$ cat config.mk
export PLATFORM = sky130hd
export DESIGN_NAME = pip_rbs_sub
export DESIGN_NICKNAME = d
export VERILOG_FILES = /design/src/rtl/pip_rbs_sub.sv
export SDC_FILE = /design/constraint.sdc
export NUM_CORES = 1
export LEC_CHECK = 0
export ABC_AREA = 1
export BUFFER_PORTS_ARGS = -buffer_cell sky130_fd_sc_hd__buf_2
export CAP_MARGIN = 10
export CORE_MARGIN = 5
export CORE_UTILIZATION = 30
export CTS_CLUSTER_SIZE = 14
export DETAILED_ROUTE_END_ITERATION = 6
export PLACE_DENSITY_LB_ADDON = 0.05
export SLEW_MARGIN = 20
export SYNTH_ARGS = -nofsm -noshare
export SYNTH_HDL_FRONTEND = slang
export SYNTH_SLANG_ARGS = --single-unit
$ cat constraint.sdc
create_clock -name clk -period 2.7 [get_ports clk]
set_clock_uncertainty 0.15 [all_clocks]
set_input_delay 0.135 -clock clk [delete_from_list [all_inputs] [get_ports clk]]
set_output_delay 0.135 -clock clk [all_outputs]
set_load 0.01 [all_outputs]
$ cat src/rtl/pip_rbs_sub.sv
// pip_rbs_sub: pipelined ripple-borrow subtractor, d = a - b - bin.
// WIDTH is cut into NCHUNK slices of CHUNK bits, one register stage per slice.
// Operand slices are skewed in, the borrow ripples through registers, and
// the difference slices are de-skewed so each word leaves aligned.
// Latency is NCHUNK+2 register levels: input, NCHUNK slices, output.
// A ce=0 cycle freezes every register.
// Optional feature: define PIP_RBS_OVF_EN to build the signed overflow flag;
// otherwise ovf is tied to 0.
module pip_rbs_sub #(
  parameter int WIDTH = 16,
  parameter int CHUNK = 4
) (
  input  logic             clk,
  input  logic             rst,
  input  logic             ce,
  input  logic             in_valid,
  input  logic [WIDTH-1:0] a,
  input  logic [WIDTH-1:0] b,
  input  logic             bin,
  output logic             out_valid,
  output logic [WIDTH-1:0] d,
  output logic             bout,
  output logic             ovf
);
  localparam int NCHUNK = WIDTH / CHUNK;
  localparam int STAGES = NCHUNK + 1;

  logic [WIDTH-1:0]             a_r, b_r;
  logic                         bin_r;
  logic [STAGES:0]              vld_pipe;
  logic [NCHUNK-1:0][CHUNK-1:0] aligned;

  // Input register and the valid chain, which moves in lockstep with the data
  always_ff @(posedge clk) begin
    if (rst) begin
      a_r      <= '0;
      b_r      <= '0;
      bin_r    <= 1'b0;
      vld_pipe <= '0;
    end else if (ce) begin
      a_r      <= a;
      b_r      <= b;
      bin_r    <= bin;
      vld_pipe <= {vld_pipe[STAGES-1:0], in_valid};
    end
  end

  assign out_valid = vld_pipe[STAGES];

  for (genvar k = 0; k < NCHUNK; k++) begin : g_slice
    localparam int DSK = NCHUNK - 1 - k;
    logic [CHUNK-1:0] opa, opb, diff_r;
    logic             bi, brw_r;
    logic [CHUNK:0]   sub;

    // Skew: slice k operands wait k cycles for the borrow of slice k-1
    if (k == 0) begin : g_noskew
      assign opa = a_r[k*CHUNK +: CHUNK];
      assign opb = b_r[k*CHUNK +: CHUNK];
      assign bi  = bin_r;
    end else begin : g_skew
      logic [k-1:0][CHUNK-1:0] a_sk, b_sk;
      // Operand skew shift register
      always_ff @(posedge clk) begin
        if (rst) begin
          a_sk <= '0;
          b_sk <= '0;
        end else if (ce) begin
          a_sk[0] <= a_r[k*CHUNK +: CHUNK];
          b_sk[0] <= b_r[k*CHUNK +: CHUNK];
          for (int j = 1; j < k; j++) begin
            a_sk[j] <= a_sk[j-1];
            b_sk[j] <= b_sk[j-1];
          end
        end
      end
      assign opa = a_sk[k-1];
      assign opb = b_sk[k-1];
      assign bi  = g_slice[k-1].brw_r;
    end

    // One extra bit on top of the slice captures its borrow out
    assign sub = {1'b0, opa} - {1'b0, opb} - {{CHUNK{1'b0}}, bi};

    // Slice stage: difference and borrow for this chunk
    always_ff @(posedge clk) begin
      if (rst) begin
        diff_r <= '0;
        brw_r  <= 1'b0;
      end else if (ce) begin
        diff_r <= sub[CHUNK-1:0];
        brw_r  <= sub[CHUNK];
      end
    end

    // De-skew: early slices wait so all slices line up for the output register
    if (DSK == 0) begin : g_nodsk
      assign aligned[k] = diff_r;
    end else begin : g_dsk
      logic [DSK-1:0][CHUNK-1:0] dsk;
      // Result de-skew shift register
      always_ff @(posedge clk) begin
        if (rst) begin
          dsk <= '0;
        end else if (ce) begin
          dsk[0] <= diff_r;
          for (int j = 1; j < DSK; j++) dsk[j] <= dsk[j-1];
        end
      end
      assign aligned[k] = dsk[DSK-1];
    end
  end

  // Output register; the top slice needs no de-skew so its borrow is in step
  always_ff @(posedge clk) begin
    if (rst) begin
      d    <= '0;
      bout <= 1'b0;
    end else if (ce) begin
      d    <= aligned;
      bout <= g_slice[NCHUNK-1].brw_r;
    end
  end

`ifdef PIP_RBS_OVF_EN
  logic [NCHUNK-1:0] am_p, bm_p;

  // Carry operand sign bits alongside the slices so ovf pairs with its d
  always_ff @(posedge clk) begin
    if (rst) begin
      am_p <= '0;
      bm_p <= '0;
      ovf  <= 1'b0;
    end else if (ce) begin
      am_p[0] <= a_r[WIDTH-1];
      bm_p[0] <= b_r[WIDTH-1];
      for (int j = 1; j < NCHUNK; j++) begin
        am_p[j] <= am_p[j-1];
        bm_p[j] <= bm_p[j-1];
      end
      ovf <= (am_p[NCHUNK-1] != bm_p[NCHUNK-1]) &&
             (aligned[NCHUNK-1][CHUNK-1] != am_p[NCHUNK-1]);
    end
  end
`else
  assign ovf = 1'b0;
`endif

endmodule

==> flow_metrics.env <==
export IMPL_drt_pass1_iter_count=4
export IMPL_period_share=0.7299
export IMPL_layout_min_cycle_time_ns=1.971
export IMPL_synth_mux_area_frac=0
export IMPL_synthSimpleGateAreaFrac=0.1924
export IMPL_yosysSeqAreaShare=0.5022
export IMPL_place_ws_ns=0.7422
export IMPL_arrival_ns=2.13
export IMPL_critPathTopFamily="adder cells"
export IMPL_cp_start_kind="flip-flop"
export IMPL_p_per_area_nw_per_um2=761.1
export IMPL_maxSlewViolCount=0
export IMPL_postCtsSetupBuffers=0
export IMPL_slew_headroom=0.6310
export IMPL_slowest_delay_ns=0.48
export IMPL_via_per_inst=4.383
export IMPL_final_cells=1100
export IMPL_avgSynthCellArea_um2=7.803
export IMPL_synthXorXnorAreaFrac=0.002969
export IMPL_wl_mm=12.89
export IMPL_ys_warn_count=0
export IMPL_dp_cells=1034
export IMPL_clk_pin_slew_worst_paths_ns=0.06
export IMPL_grt_max_degree=141
export IMPL_antenna_cells=0
export IMPL_switchingPower_mw=1.364
export IMPL_port_buffers=54
export IMPL_ant_nets=0
export IMPL_synth_cells=756
export IMPL_cts_root_buffer="clkbuf_16"
export IMPL_grt_ovfl_total=0
export IMPL_synth_top_family_by_area="simple AND/OR/NAND/NOR gates"
export IMPL_gp_congestion=0.6860
export IMPL_die_area_um2=22570
export IMPL_rsz0062_at_grt="no"
export IMPL_cap_violations=0
export IMPL_placed_area_um2=6347
export IMPL_h_tree_depth=4
export IMPL_power_switching_share=0.2447
export IMPL_grt_use_total=0.1206
export IMPL_setup_viol=0
export IMPL_die_width_um=150.2
export IMPL_status="finished, final reports clean"
export IMPL_fin_ws_ns=0.7293
export IMPL_area_growth_pct=24.11
export IMPL_drive_gt1_frac=0.1186
export IMPL_grt_pass1_vias=4795
export IMPL_drc=0
export IMPL_synth_seq_cells=148
export IMPL_antenna_found_initial=0
export IMPL_critPathKind="reg2reg"
export IMPL_power_frac_comb=0.111
export IMPL_cp_max_fo=2
export IMPL_p_leak_nw=3.317
export IMPL_synthAdderAreaFrac=0.06957
export IMPL_clockBufferDepth=2
export IMPL_crit_path_end_kind="flip-flop"
export IMPL_cts_sinks=148
export IMPL_vias=4821
export IMPL_ios=56
export IMPL_nFillCells=2098
export IMPL_synth_compound_area_frac=0.1485
export IMPL_pwr_share_clk=0.456
export IMPL_crit_slowest_cell="fa_1"
export IMPL_grt_pass1_wl_mm=22.05
export IMPL_ctsHoldBuffers=34
export IMPL_dp_hpwl_mm=7.706
export IMPL_required_ns=2.86
export IMPL_ir_drop_mv=0.3930
export IMPL_timing_fmax_mhz=507.4
export IMPL_hold_viol=0
export IMPL_critPathBufInv=3
export IMPL_nNetsFinal=887
export IMPL_crit_chain="inv_1 -> fa_1 -> fa_1 -> inv_1 -> nand2_1 -> nand2_1 -> nand2_1 -> nand2_1 -> nand3_1 -> nand2_1 -> inv_1"
export IMPL_final_area_um2=7322
export IMPL_pwr_share_seq=0.433
export IMPL_syn_nets=821
export IMPL_internal_power_mw=4.209
export IMPL_syn_area_um2=5899
export IMPL_core_rowCount=51
export IMPL_coreArea_um2=19400
export IMPL_wire_per_inst_um=11.72
export IMPL_worstSkewPairLatency_ns=0.42
export IMPL_numCtsBuffers=17
export IMPL_drt_initial_drc_count=184
export IMPL_synth_cell_type_count=24
export IMPL_hold_path_class="in2reg"
export IMPL_setup_tns_final_ns=0
export IMPL_die_y_um=150.2
export IMPL_tightestPinTransition_ns=0.5534
export IMPL_cts_resized=0
export IMPL_cts_tree="yes"
export IMPL_start_util=0.3041
export IMPL_path_common_cell="nand2_1"
[synthesized netlist by cell type (all sizes together)]
cell type  number  area (µm²)
o211ai          2       15.01
conb            1       3.750
xor2            2       17.52
inv            63       236.5
or2             2       12.51
dfxtp         148        2963
buf            23       158.9
a21oi          24       131.4
clkbuf         26       98.84
fa              8       160.2
nand4           1       6.260
o21ai         142       710.7
nand3          13       65.06
nand3b          2       15.01
nand2          33       123.9
a31oi           3       18.77
ha             20       250.2
nor2          243       912.1
[cell usage in the layout, fill, tap and decap left out, drive strengths merged, types with 3 or more instances in the layout]
cell type	count
a21oi	24
a31oi	3
buf	62
bufinv	4
clkbuf	21
clkinv	6
dfxtp	148
dlygate4sd3	34
fa	8
ha	20
inv	64
nand2	33
nand3	13
nor2	243
o21ai	142
[final cells by class]
class / count / area (µm²) / share of cell area
well taps: 265 / 331.6 / 0.04528
flip-flops and latches: 148 / 2963 / 0.4046
multi-input cells: 496 / 2442 / 0.3336
repair buffers: 96 / 710.7 / 0.09706
inverters: 63 / 240.2 / 0.03281
clock buffers: 21 / 460.4 / 0.06288
clock inverters: 11 / 173.9 / 0.02375
[worst min-delay path, stage by stage]
cell and delay, ns:
buf_2 0.11, buf_4 0.22, a21oi_2 0.05, nand2_1 0.06, inv_1 0.03
[routing by layer]
layer  vias to the layer above  wire length (µm)  global-route usage
met3                         8               355             0.03402
met2                        40              5902              0.1971
li1                       2534                 -                   -
met5                         -                 0                   0
met1                      2239              6536              0.1539
met4                         0                99             0.03980
[cell families (layout without fill, tap and decap cells)]
kind of cell    count (synthesis)  count (layout)
compound gates                171             171
xor+xnor                        2               2
fa+ha+maj                      28              28
buf+inv                       112             191
flops                         148             148
other cells                     1               1
simple gates                  294             294
[power groups by stage]
stage	sequential, mW	combinational, mW	clock, mW
2_1_floorplan	2.45	0.437	0
3_3_place_gp	2.46	0.589	0
3_5_place_dp	2.46	0.593	0
4_1_cts	2.42	0.636	2.63
5_1_grt	2.43	0.726	2.72
6_report	2.42	0.618	2.54
[sequential cells by signal (all words and copies together) (netlist names)]
signal	cells
a_r	16
b_r	16
d	16
g_slice.diff_r	16
g_slice.g_dsk.dsk	16
g_slice.g_skew.a_sk	16
g_slice.g_skew.b_sk	16
aligned	8
g_slice.opa	8
g_slice.opb	8
vld_pipe	6
g_slice.brw_r	4
bin_r	1
bout	1
[through the flow]
stage / hold WS, ns / total power, mW / util
2_1_floorplan: 0.1199 / 2.890 / -
3_3_place_gp: 0.2068 / 3.050 / 0.3272
3_5_place_dp: 0.2131 / 3.057 / 0.3272
4_1_cts: 0.07537 / 5.678 / 0.3775
5_1_grt: 0.1046 / 5.881 / 0.3775
6_report: 0.08388 / 5.573 / 0.3775
[path summary, 6_finish.rpt]
| kind | cells past startpoint | endpoint | start | slack [ns] |
|---|---|---|---|---|
| max | 11 | g_slice[3].brw_r$_SDFFE_PP0P_ | g_slice[2].brw_r$_SDFFE_PP0P_ | 0.73 |
| min | 5 | g_slice[2].brw_r$_SDFFE_PP0P_ | rst | 0.08 |
| max reg2reg | 11 | g_slice[3].brw_r$_SDFFE_PP0P_ | g_slice[2].brw_r$_SDFFE_PP0P_ | 0.73 |
| min reg2reg | 2 | a_r[2]$_SDFFE_PP0P_ | a_r[2]$_SDFFE_PP0P_ | 0.32 |
No activity file was read; power rests on OpenSTA's default activity.
